===== src/rtl/fe_sniff_scheduler_if.sv =====
`default_nettype none
// +--------------------------------------------------------------------+
// | fe_sniff_scheduler_if                                              |
// | Sniff FIFO write port: strobe, 18-bit entry and full back-pressure |
// | Rev 1.0                                                            |
// +--------------------------------------------------------------------+
interface fe_sniff_scheduler_if;
  logic        fifo_wr;
  logic [17:0] fifo_din;
  logic        fifo_full;

  modport master (output fifo_wr, output fifo_din, input fifo_full);
  modport slave  (input fifo_wr, input fifo_din, output fifo_full);
endinterface
`default_nettype wire


===== src/rtl/fe_sniff_scheduler.sv =====
`default_nettype none
// +--------------------------------------------------------------------+
// | fe_sniff_scheduler                                                 |
// | Timestamps PHY DATA/STAT events, queues them and serialises them   |
// | into DATA/STAT/TIME FIFO entries. FE_SNIFF_STAT_EN enables STAT.   |
// | Rev 1.0                                                            |
// +--------------------------------------------------------------------+
module fe_sniff_scheduler #(
  parameter int pQDEPTH = 4,
  parameter int pTIME_W = 16
) (
  input  wire logic             fe_clk,
  input  wire logic             reset_n,
  input  wire logic             capture_en,
  input  wire logic             fe_rxvalid,
  input  wire logic [7:0]       fe_data,
  input  wire logic [4:0]       fe_status,
  input  wire logic             overflow_clr,
  fe_sniff_scheduler_if.master  fifo_if,
  output logic                  overflow,
  output logic [2:0]            q_level
);

  localparam int c_AW = $clog2(pQDEPTH);
  localparam int c_CW = c_AW + 1;
  localparam logic [pTIME_W-1:0] c_DMAX = {pTIME_W{1'b1}};

  typedef enum logic [1:0] {
    S_IDLE     = 2'd0,
    S_ISSUE    = 2'd1,
    S_TIME_PRE = 2'd2
  } state_t;

  state_t              r_state, w_state_nxt;
  logic                r_rxvalid;
  logic [7:0]          r_data;
  logic                w_data_ev, w_stat_ev, w_arrival;
  logic [7:0]          w_first_pay;
  logic [c_CW-1:0]     w_push_n, w_free;
  logic                w_accept, w_drop;
  logic                r_q_stat  [pQDEPTH];
  logic [7:0]          r_q_pay   [pQDEPTH];
  logic [pTIME_W-1:0]  r_q_delta [pQDEPTH];
  logic [c_AW-1:0]     r_rd, r_wr;
  logic [c_CW-1:0]     r_count;
  logic [pTIME_W-1:0]  r_delta;
  logic                w_h_stat;
  logic [7:0]          w_h_pay;
  logic [pTIME_W-1:0]  w_h_delta;
  logic                w_last;
  logic                w_wr, w_pop, w_clr_head, w_marker;
  logic [17:0]         w_din;
  logic                r_fifo_wr;
  logic [17:0]         r_fifo_din;
  logic                r_overflow;

  function automatic logic [17:0] f_entry(input logic st, input logic [7:0] pay,
                                          input logic [2:0] dly);
    f_entry = st ? {2'b01, 8'h00, pay[4:0], dly} : {2'b00, pay, 5'b00000, dly};
  endfunction

  always_ff @(posedge fe_clk or negedge reset_n) begin
    if (!reset_n) begin
      r_rxvalid <= 1'b0;
      r_data    <= 8'h00;
    end else begin
      r_rxvalid <= fe_rxvalid;
      r_data    <= fe_data;
    end
  end

`ifdef FE_SNIFF_STAT_EN
  logic [4:0]      r_status, r_status_prev;
  logic [c_AW-1:0] w_wr1;

  // History keeps tracking while capture is off so enabling never fakes a change.
  always_ff @(posedge fe_clk or negedge reset_n) begin
    if (!reset_n) begin
      r_status      <= 5'b00000;
      r_status_prev <= 5'b00000;
    end else begin
      r_status      <= fe_status;
      r_status_prev <= r_status;
    end
  end

  assign w_stat_ev   = (r_status != r_status_prev);
  assign w_first_pay = w_data_ev ? r_data : {3'b000, r_status};
  assign w_wr1       = r_wr + c_AW'(1);
`else
  wire w_unused_status = ^fe_status;
  assign w_stat_ev   = 1'b0;
  assign w_first_pay = r_data;
`endif

  assign w_data_ev = r_rxvalid;
  assign w_arrival = capture_en && (w_data_ev || w_stat_ev);
  assign w_push_n  = c_CW'(w_data_ev) + c_CW'(w_stat_ev);
  // Space is judged before this cycle's pop; a pair is accepted or dropped as a unit.
  assign w_free    = c_CW'(pQDEPTH) - r_count;
  assign w_accept  = w_arrival && (w_push_n <= w_free);
  assign w_drop    = w_arrival && (w_push_n > w_free);

  assign w_h_stat  = r_q_stat[r_rd];
  assign w_h_pay   = r_q_pay[r_rd];
  assign w_h_delta = r_q_delta[r_rd];
  assign w_last    = (r_count == c_CW'(1)) && !w_accept;

  always_ff @(posedge fe_clk) begin
    if (w_accept) begin
      r_q_stat[r_wr]  <= ~w_data_ev;
      r_q_pay[r_wr]   <= w_first_pay;
      r_q_delta[r_wr] <= r_delta;
`ifdef FE_SNIFF_STAT_EN
      if (w_data_ev && w_stat_ev) begin
        r_q_stat[w_wr1]  <= 1'b1;
        r_q_pay[w_wr1]   <= {3'b000, r_status};
        r_q_delta[w_wr1] <= '0;
      end
`endif
    end
    if (w_clr_head) r_q_delta[r_rd] <= '0;
  end

  always_ff @(posedge fe_clk or negedge reset_n) begin
    if (!reset_n) begin
      r_rd    <= '0;
      r_wr    <= '0;
      r_count <= '0;
    end else if (!capture_en) begin
      r_rd    <= '0;
      r_wr    <= '0;
      r_count <= '0;
    end else begin
      if (w_pop)    r_rd <= r_rd + c_AW'(1);
      if (w_accept) r_wr <= r_wr + c_AW'(w_push_n);
      r_count <= r_count + (w_accept ? w_push_n : '0) - c_CW'(w_pop);
    end
  end

  always_ff @(posedge fe_clk or negedge reset_n) begin
    if (!reset_n)                r_delta <= '0;
    else if (!capture_en)        r_delta <= '0;
    else if (w_arrival)          r_delta <= pTIME_W'(1);
    else if (w_marker)           r_delta <= '0;
    else if (r_delta != c_DMAX)  r_delta <= r_delta + pTIME_W'(1);
  end

  always_ff @(posedge fe_clk or negedge reset_n) begin
    if (!reset_n) r_state <= S_IDLE;
    else          r_state <= w_state_nxt;
  end

  always_comb begin
    w_state_nxt = r_state;
    w_wr        = 1'b0;
    w_din       = 18'h00000;
    w_pop       = 1'b0;
    w_clr_head  = 1'b0;
    w_marker    = 1'b0;
    if (!capture_en) begin
      w_state_nxt = S_IDLE;
    end else if (!fifo_if.fifo_full) begin
      case (r_state)
        S_TIME_PRE: begin
          w_wr        = 1'b1;
          w_din       = f_entry(w_h_stat, w_h_pay, 3'd0);
          w_pop       = 1'b1;
          w_state_nxt = w_last ? S_IDLE : S_ISSUE;
        end
        default: begin
          // IDLE issues directly so the no-TIME path keeps its 3-edge latency.
          if (r_count != '0) begin
            w_wr = 1'b1;
            if (w_h_delta > pTIME_W'(7)) begin
              w_din       = {2'b10, 16'(w_h_delta)};
              w_clr_head  = 1'b1;
              w_state_nxt = S_TIME_PRE;
            end else begin
              w_din       = f_entry(w_h_stat, w_h_pay, w_h_delta[2:0]);
              w_pop       = 1'b1;
              w_state_nxt = w_last ? S_IDLE : S_ISSUE;
            end
          end else begin
            w_state_nxt = S_IDLE;
            if (r_delta == c_DMAX && !w_arrival) begin
              w_wr     = 1'b1;
              w_din    = {2'b10, 16'hFFFF};
              w_marker = 1'b1;
            end
          end
        end
      endcase
    end
  end

  always_ff @(posedge fe_clk or negedge reset_n) begin
    if (!reset_n) begin
      r_fifo_wr  <= 1'b0;
      r_fifo_din <= 18'h00000;
      r_overflow <= 1'b0;
    end else begin
      r_fifo_wr  <= w_wr;
      r_fifo_din <= w_din;
      if (w_drop)            r_overflow <= 1'b1;
      else if (overflow_clr) r_overflow <= 1'b0;
    end
  end

  assign fifo_if.fifo_wr  = r_fifo_wr;
  assign fifo_if.fifo_din = r_fifo_din;
  assign overflow         = r_overflow;
  assign q_level          = 3'(r_count);

endmodule
`default_nettype wire

===== src/flat_wrapper.sv =====
// flat-port wrapper written by rule: the top's interface ports become plain ports
module fe_sniff_scheduler_flat 
#(
  parameter int pQDEPTH = 4,
  parameter int pTIME_W = 16
)
  (fe_clk, reset_n, capture_en, fe_rxvalid, fe_data, fe_status, overflow_clr, overflow, q_level, fifo_if_fifo_wr, fifo_if_fifo_din, fifo_if_fifo_full);
  fe_sniff_scheduler_if fifo_if_i ();
  input  wire logic fe_clk;
  input  wire logic reset_n;
  input  wire logic capture_en;
  input  wire logic fe_rxvalid;
  input  wire logic [7:0] fe_data;
  input  wire logic [4:0] fe_status;
  input  wire logic overflow_clr;
  output logic overflow;
  output logic [2:0] q_level;
  output wire logic [$bits(fifo_if_i.fifo_wr)-1:0] fifo_if_fifo_wr;
  output wire logic [$bits(fifo_if_i.fifo_din)-1:0] fifo_if_fifo_din;
  input wire logic [$bits(fifo_if_i.fifo_full)-1:0] fifo_if_fifo_full;
  assign fifo_if_fifo_wr = fifo_if_i.fifo_wr;
  assign fifo_if_fifo_din = fifo_if_i.fifo_din;
  assign fifo_if_i.fifo_full = fifo_if_fifo_full;
  fe_sniff_scheduler #(.pQDEPTH(pQDEPTH), .pTIME_W(pTIME_W)) u_core (.fe_clk(fe_clk), .reset_n(reset_n), .capture_en(capture_en), .fe_rxvalid(fe_rxvalid), .fe_data(fe_data), .fe_status(fe_status), .overflow_clr(overflow_clr), .fifo_if(fifo_if_i), .overflow(overflow), .q_level(q_level));
endmodule

===== config.mk =====
export PLATFORM = sky130hd
export DESIGN_NAME = fe_sniff_scheduler_flat
export DESIGN_NICKNAME = d
export VERILOG_FILES = /design/src/rtl/fe_sniff_scheduler_if.sv /design/src/rtl/fe_sniff_scheduler.sv /design/src/flat_wrapper.sv
export SDC_FILE = /design/constraint.sdc
export NUM_CORES = 1
export LEC_CHECK = 0
export CORE_ASPECT_RATIO = 1.1
export CORE_MARGIN = 2
export CORE_UTILIZATION = 35
export CTS_CLUSTER_DIAMETER = 200
export DETAILED_ROUTE_END_ITERATION = 12
export PLACE_DENSITY_LB_ADDON = 0.3
export SKIP_CTS_REPAIR_TIMING = 1
export SLEW_MARGIN = 15
export SYNTH_ARGS = -nofsm -noshare
export SYNTH_HDL_FRONTEND = slang
export SYNTH_SLANG_ARGS = --single-unit

===== constraint.sdc =====
create_clock -name fe_clk -period 10.1 [get_ports fe_clk]
set_clock_uncertainty 0.2 [all_clocks]
set_input_delay 2.02 -clock fe_clk [delete_from_list [all_inputs] [get_ports fe_clk]]
set_output_delay 2.02 -clock fe_clk [all_outputs]
set_load 0.05 [all_outputs]

======== Word level (Yosys, flattened, before mapping) ========
Memory sizes are Yosys's and may differ from the RTL's.
Cells that the tools add are included.
storage, ports and cells
  input port bits ......................... 19
  bits in registers ....................... 54
  memories kept ........................... 3
  output and inout port bits .............. 23
  bits in writable memories ............... 100
  logic and storage cells ................. 89
memories
  name              words  bits a word  rd ports  clocked after Yosys merged registers in  write ports  line                      RTL
  u_core.r_q_delta  4      16           1         0                                        2            fe_sniff_scheduler.sv:43  logic [pTIME_W-1:0] r_q_delta [pQDEPTH];
  u_core.r_q_pay    4      8            1         0                                        1            fe_sniff_scheduler.sv:42  logic [7:0] r_q_pay [pQDEPTH];
  u_core.r_q_stat   4      1            1         0                                        1            fe_sniff_scheduler.sv:41  logic r_q_stat [pQDEPTH];
cells by class
  muxes and demuxes ....................... 49
  $lt $le $gt $ge ......................... 3
  equal/unequal tests ..................... 8
  bitwise gates (word level) .............. 1
  reductions and logical operators ........ 9
  add/sub/neg operators ................... 6
operators with widths
  cell                     number
  $mux W18                 6
  $mux W16                 4
  $mux W17                 2
  $mux W1                  27
  $mux W2                  9
  $add A16 B1 Y16 const B  1
  $eq A16 B16 Y1 const B   1
  $gt A16 B3 Y1 const B    1
  $ne A16 B16 Y1 const B   1
  $logic_and A1 B1 Y1      5
  $ne A2 B1 Y1 const B     2
  $ne A4 B1 Y1 const B     1
  $add A3 B3 Y3            1
  $eq A3 B1 Y1 const B     1
  $gt A1 B3 Y1             1
  $le A1 B3 Y1             1
  $mux W3                  1
  $reduce_bool A3 Y1       1
  $sub A3 B1 Y3            1
  $sub A3 B3 Y3 const A    1
  $add A2 B1 Y2            1
  $add A2 B1 Y2 const B    1
  $eq A2 B2 Y1 const B     1
  $logic_not A1 Y1         2
  3 further kinds          3

======== Longest topological paths before layout ========
  depth after elaboration ................. 11
  mapped depth ............................ 16
  gate-level depth less buffers ........... 13

======== Worst setup path after synthesis ========
OpenSTA, ideal clock, no wires.
  path type ............................... input-to-reg
  start point ............................. input capture_en
  end point ............................... register u_core.r_count[2], in the netlist u_core.q_level[2]
  data required time ...................... 9.781 ns
  stages .................................. 11
  slack ................................... 6.130 ns
  setup time .............................. 0.119 ns
  path buffers ............................ 1
  arrival ................................. 3.651 ns
  cells stage by stage .................... buf_2 -> nand2_1 -> nor2_1 -> ha_1 -> inv_1 -> ha_1 -> inv_1 -> fa_1 -> xnor2_1 -> xnor2_1 -> and2_1
on the way
  longest elaborated chain between the ends .. 6
  elaborated cells between the ends (all ways) .. 7
  classes of those cells .................. 2 x add/sub; 3 x mux; 2 x reduce/logical
ends and longest elaborated chain
  item                  line                       RTL
  from (decl)           flat_wrapper.sv:11         input wire logic capture_en;
  $logic_and A1 B1 Y1   fe_sniff_scheduler.sv:97   assign w_arrival = capture_en && (w_data_ev || w_stat_ev);
  $logic_and A1 B1 Y1   fe_sniff_scheduler.sv:101  assign w_accept = w_arrival && (w_push_n <= w_free);
  $mux W1               fe_sniff_scheduler.sv:137  r_count <= r_count + (w_accept ? w_push_n : '0) - c_CW'(w_pop);
  $add A3 B3 Y3         fe_sniff_scheduler.sv:137
  $sub A3 B1 Y3         fe_sniff_scheduler.sv:137
  $mux W3 *             fe_sniff_scheduler.sv:130  end else if (!capture_en) begin
  to (signal assigned)  fe_sniff_scheduler.sv:137
  to (decl)             fe_sniff_scheduler.sv:45   logic [c_CW-1:0] r_count;
Mark *: on every way between the ends. The rest lies on a longest branch, timed or not.
A chain may end at the register's enable or synchronous reset.

======== Worst setup path in the final report ========
Ends and elaborated chain as after synthesis.

==> summary.txt <==
Global routing
  – Largest net degree at the start of global routing: 55
  – Initial antenna violation count: 0
  – First-pass GRT wire length: 24870 um
  – Total track usage: 0.1632
  – Vias in the first global route: 4619
  – Total grt overflow: 0

Timing
  – Tmin final: 4576 ps
  – Final Hold Vio Count: 0
  – Least-Margin Pin Slew: 1104 ps
  – Max Slew Vio Count: 0
  – Relative slew slack: 0.2643
  – RSZ-0062 raised after global routing: false
  – Setup TNS Final: 0 ps
  – Count of final setup violators: 0
  – Fin crit share: 0.4530
  – F_max: 218.5 MHz

Worst setup path
  – Critical Path Sink: u_core.q_level[2]
  – Reg2Reg Launch Point: u_core.r_rd[0]
  – Data arrival, critical path: 4690 ps
  – CP Launch Type: input port
  – Critical Path Start: capture_en
  – Maximum net fanout on the critical path: 19
  – Worst setup EP type: register
  – Reg2reg path depth: 13
  – FF-to-FF setup slack: 5690 ps
  – RR Endpoint: u_core.q_level[2]
  – WP data required: 10210 ps
  – Critical path class: input port to register

Die
  – Die W: 137.8 um
  – Core Region: 19230 sq um
  – Die Y: 151.1 um
  – Initial Util: 0.3582
  – Cell row count: 53
  – DIE AREA: 20820 sq um
  – # IOs: 42

Run status
  – Status: finished, final reports clean

Cells and area
  – Nets: 615
  – Commonest cells after routing, fill and taps aside: dfxtp_1, nand2_1, dfrtp_1
  – Final instance area: 7970 sq um
  – Final Util: 0.4144
  – Non-filler cells, final: 843
  – Layout area overhead: 15.69%
  – Seq. cell area: 3715 sq um
  – Area of the multi-input gates: 2872 sq um
  – Number of fill cells in the layout: 1792
  – Commonest non-fill, non-tap cell in the layout: dfxtp_1
  – Ant diodes: 0
  – Share of post-route cells with drive strength above 1: 0.2164

Place
  – GP Congestion: 0.8341
  – Dpl hpwl: 9727 um
  – Dpl cells: 811
  – # port buffers: 36
  – Placed cell area: 7375 sq um

Clock network
  – Clk_lat worst skew: 430 ps
  – CTS Buf Count: 17
  – H-tree Lvls: 4
  – Bufs on Longest Clock Path: 2
  – CTS sink cnt: 154
  – TritonCTS clock tree: yes
  – Clock tree root buffer cell: clkbuf_16
  – Worst-path clk slew: 60 ps

Detailed routing
  – Post-route ant nets: 0
  – DR iter-0 viols: 324
  – Drt drc: 0
  – WL final: 15700 um
  – Vias per Instance: 5.237
  – Via Count: 4415
  – Drt wl/cell: 18.62 um
  – Drt pass-1 iters: 4

Synthesis
  – Post-synthesis register bit count: 154
  – Net Count, Synth: 592
  – Post-Syn Instances: 560
  – Register area share after synthesis: 0.5390
  – Distinct cells, synth: 58
  – Post-synth EDFFs: 36
  – Ys async rst share: 0.3506
  – Syn Std Cell Area: 6889 sq um
  – Synthesized area per cell: 12.30 sq um
  – Yosys warns: 0
  – Top FF cell, synth: dfxtp_1

Hold path
  – Worst min-delay path category: register to register

Power
  – Leak Pwr: 2.910 nW
  – Maximum VDD drop: 0.1450 mV
  – Pwr dens: 225.3 nW/um^2

Job
  – Max Cap Viol: 0
## critical path, cell delays in order
cell and delay, ps:
clkdlybuf4s50_1 880, nand2_1 310, nor2_1 160, ha_1 240
inv_1 70, ha_1 140, inv_1 50, fa_1 390
xnor2_1 160, xnor2_1 130, and2_1 150
## layout make-up
type,instances,share of cell area
clock buffer,17,0.05338
clock inverter,15,0.02088
inverter,18,0.008477
multi-input combinational,348,0.3603
sequential,154,0.4661
tap,247,0.03878
timing repair buffer,44,0.05212
## flip-flops by register name (all words and copies together), names as in the netlist
name / count
u_core.r_q_pay: 32
u_core.r_rxvalid: 1
u_core.q_level: 3
u_core.r_delta: 16
u_core.r_rd: 2
u_core.r_data: 8
u_core.overflow: 1
u_core.r_wr: 2
u_core.fifo_if.fifo_din: 18
u_core.r_state: 2
u_core.r_q_stat: 4
u_core.r_q_delta: 64
u_core.fifo_if.fifo_wr: 1
## routing by layer
| metal | vias up | part of all wire | GRT usage |
|---|---|---|---|
| met1 | 2237 | 0.42 | 0.1938 |
| met5 | - | 0 | 0 |
| li1 | 2048 | - | - |
| met4 | 0 | 0.019 | 0.05765 |
| met2 | 107 | 0.51 | 0.2871 |
| met3 | 23 | 0.047 | 0.03949 |
## stage by stage
| stage | hold slack (ps) | worst slack, ps | power, mW |
|---|---|---|---|
| global route | 276.0 | 5318 | 1.882 |
| floorplan | 229.7 | 6130 | 1.059 |
| finish | 259.8 | 5524 | 1.796 |
| global placement | 239.0 | 5054 | 1.167 |
| CTS | 260.3 | 5384 | 1.814 |
| detailed placement | 251.5 | 4954 | 1.179 |
## cells in the mapped netlist, types with 11 or more instances
master	n	area, sq um
mux4_2	25	563.0
nor2b_1	11	68.82
dfxtp_1	64	1281
buf_2	12	60.06
edfxtp_1	36	1081
ha_1	12	150.1
clkbuf_1	11	41.29
nand2_1	54	202.7
inv_1	15	56.30
nor2_2	30	187.7
nor2_1	35	131.4
xnor2_1	11	96.34
dfrtp_1	54	1351
nand3_1	13	65.06
mux2i_1	51	510.5
a21oi_1	15	75.07
## power breakdown
| part | leakage, nW | switching [mW] | internal, mW | total (mW) |
|---|---|---|---|---|
| combinational | 1.07 | 0.245 | 0.176 | 0.420 |
| sequential | 1.56 | 0.0563 | 0.684 | 0.741 |
| clock | 0.276 | 0.266 | 0.368 | 0.634 |
| total | 2.91 | 0.567 | 1.23 | 1.80 |
## cell families (layout without fill, tap and decap cells)
family | after synthesis | in the layout | share of synthesized area
compound gates | 67 | 67 | 0.07737
xor+xnor | 11 | 11 | 0.01398
flops | 154 | 154 | 0.5390
simple gates | 181 | 181 | 0.1422
buf+inv | 58 | 94 | 0.04686
mux | 76 | 76 | 0.1558
fa+ha+maj | 13 | 13 | 0.02470
## worst min-delay path by stage
stage,start,to,slack (ps),cells past startpoint
after detailed placement,u_core.r_q_delta[3][7],u_core.r_q_delta[3][7],250,2
after floorplan,u_core.r_q_delta[3][10],u_core.r_q_delta[3][10],230,2
after global placement,u_core.r_q_delta[3][12],u_core.r_q_delta[3][12],240,2
final,u_core.r_q_delta[3][7],u_core.r_q_delta[3][7],260,2
after CTS,u_core.r_q_delta[3][12],u_core.r_q_delta[3][12],260,2
after global routing,u_core.r_q_delta[3][10],u_core.r_q_delta[3][10],280,2
Note: power is estimated with default switching activity, not from simulation.
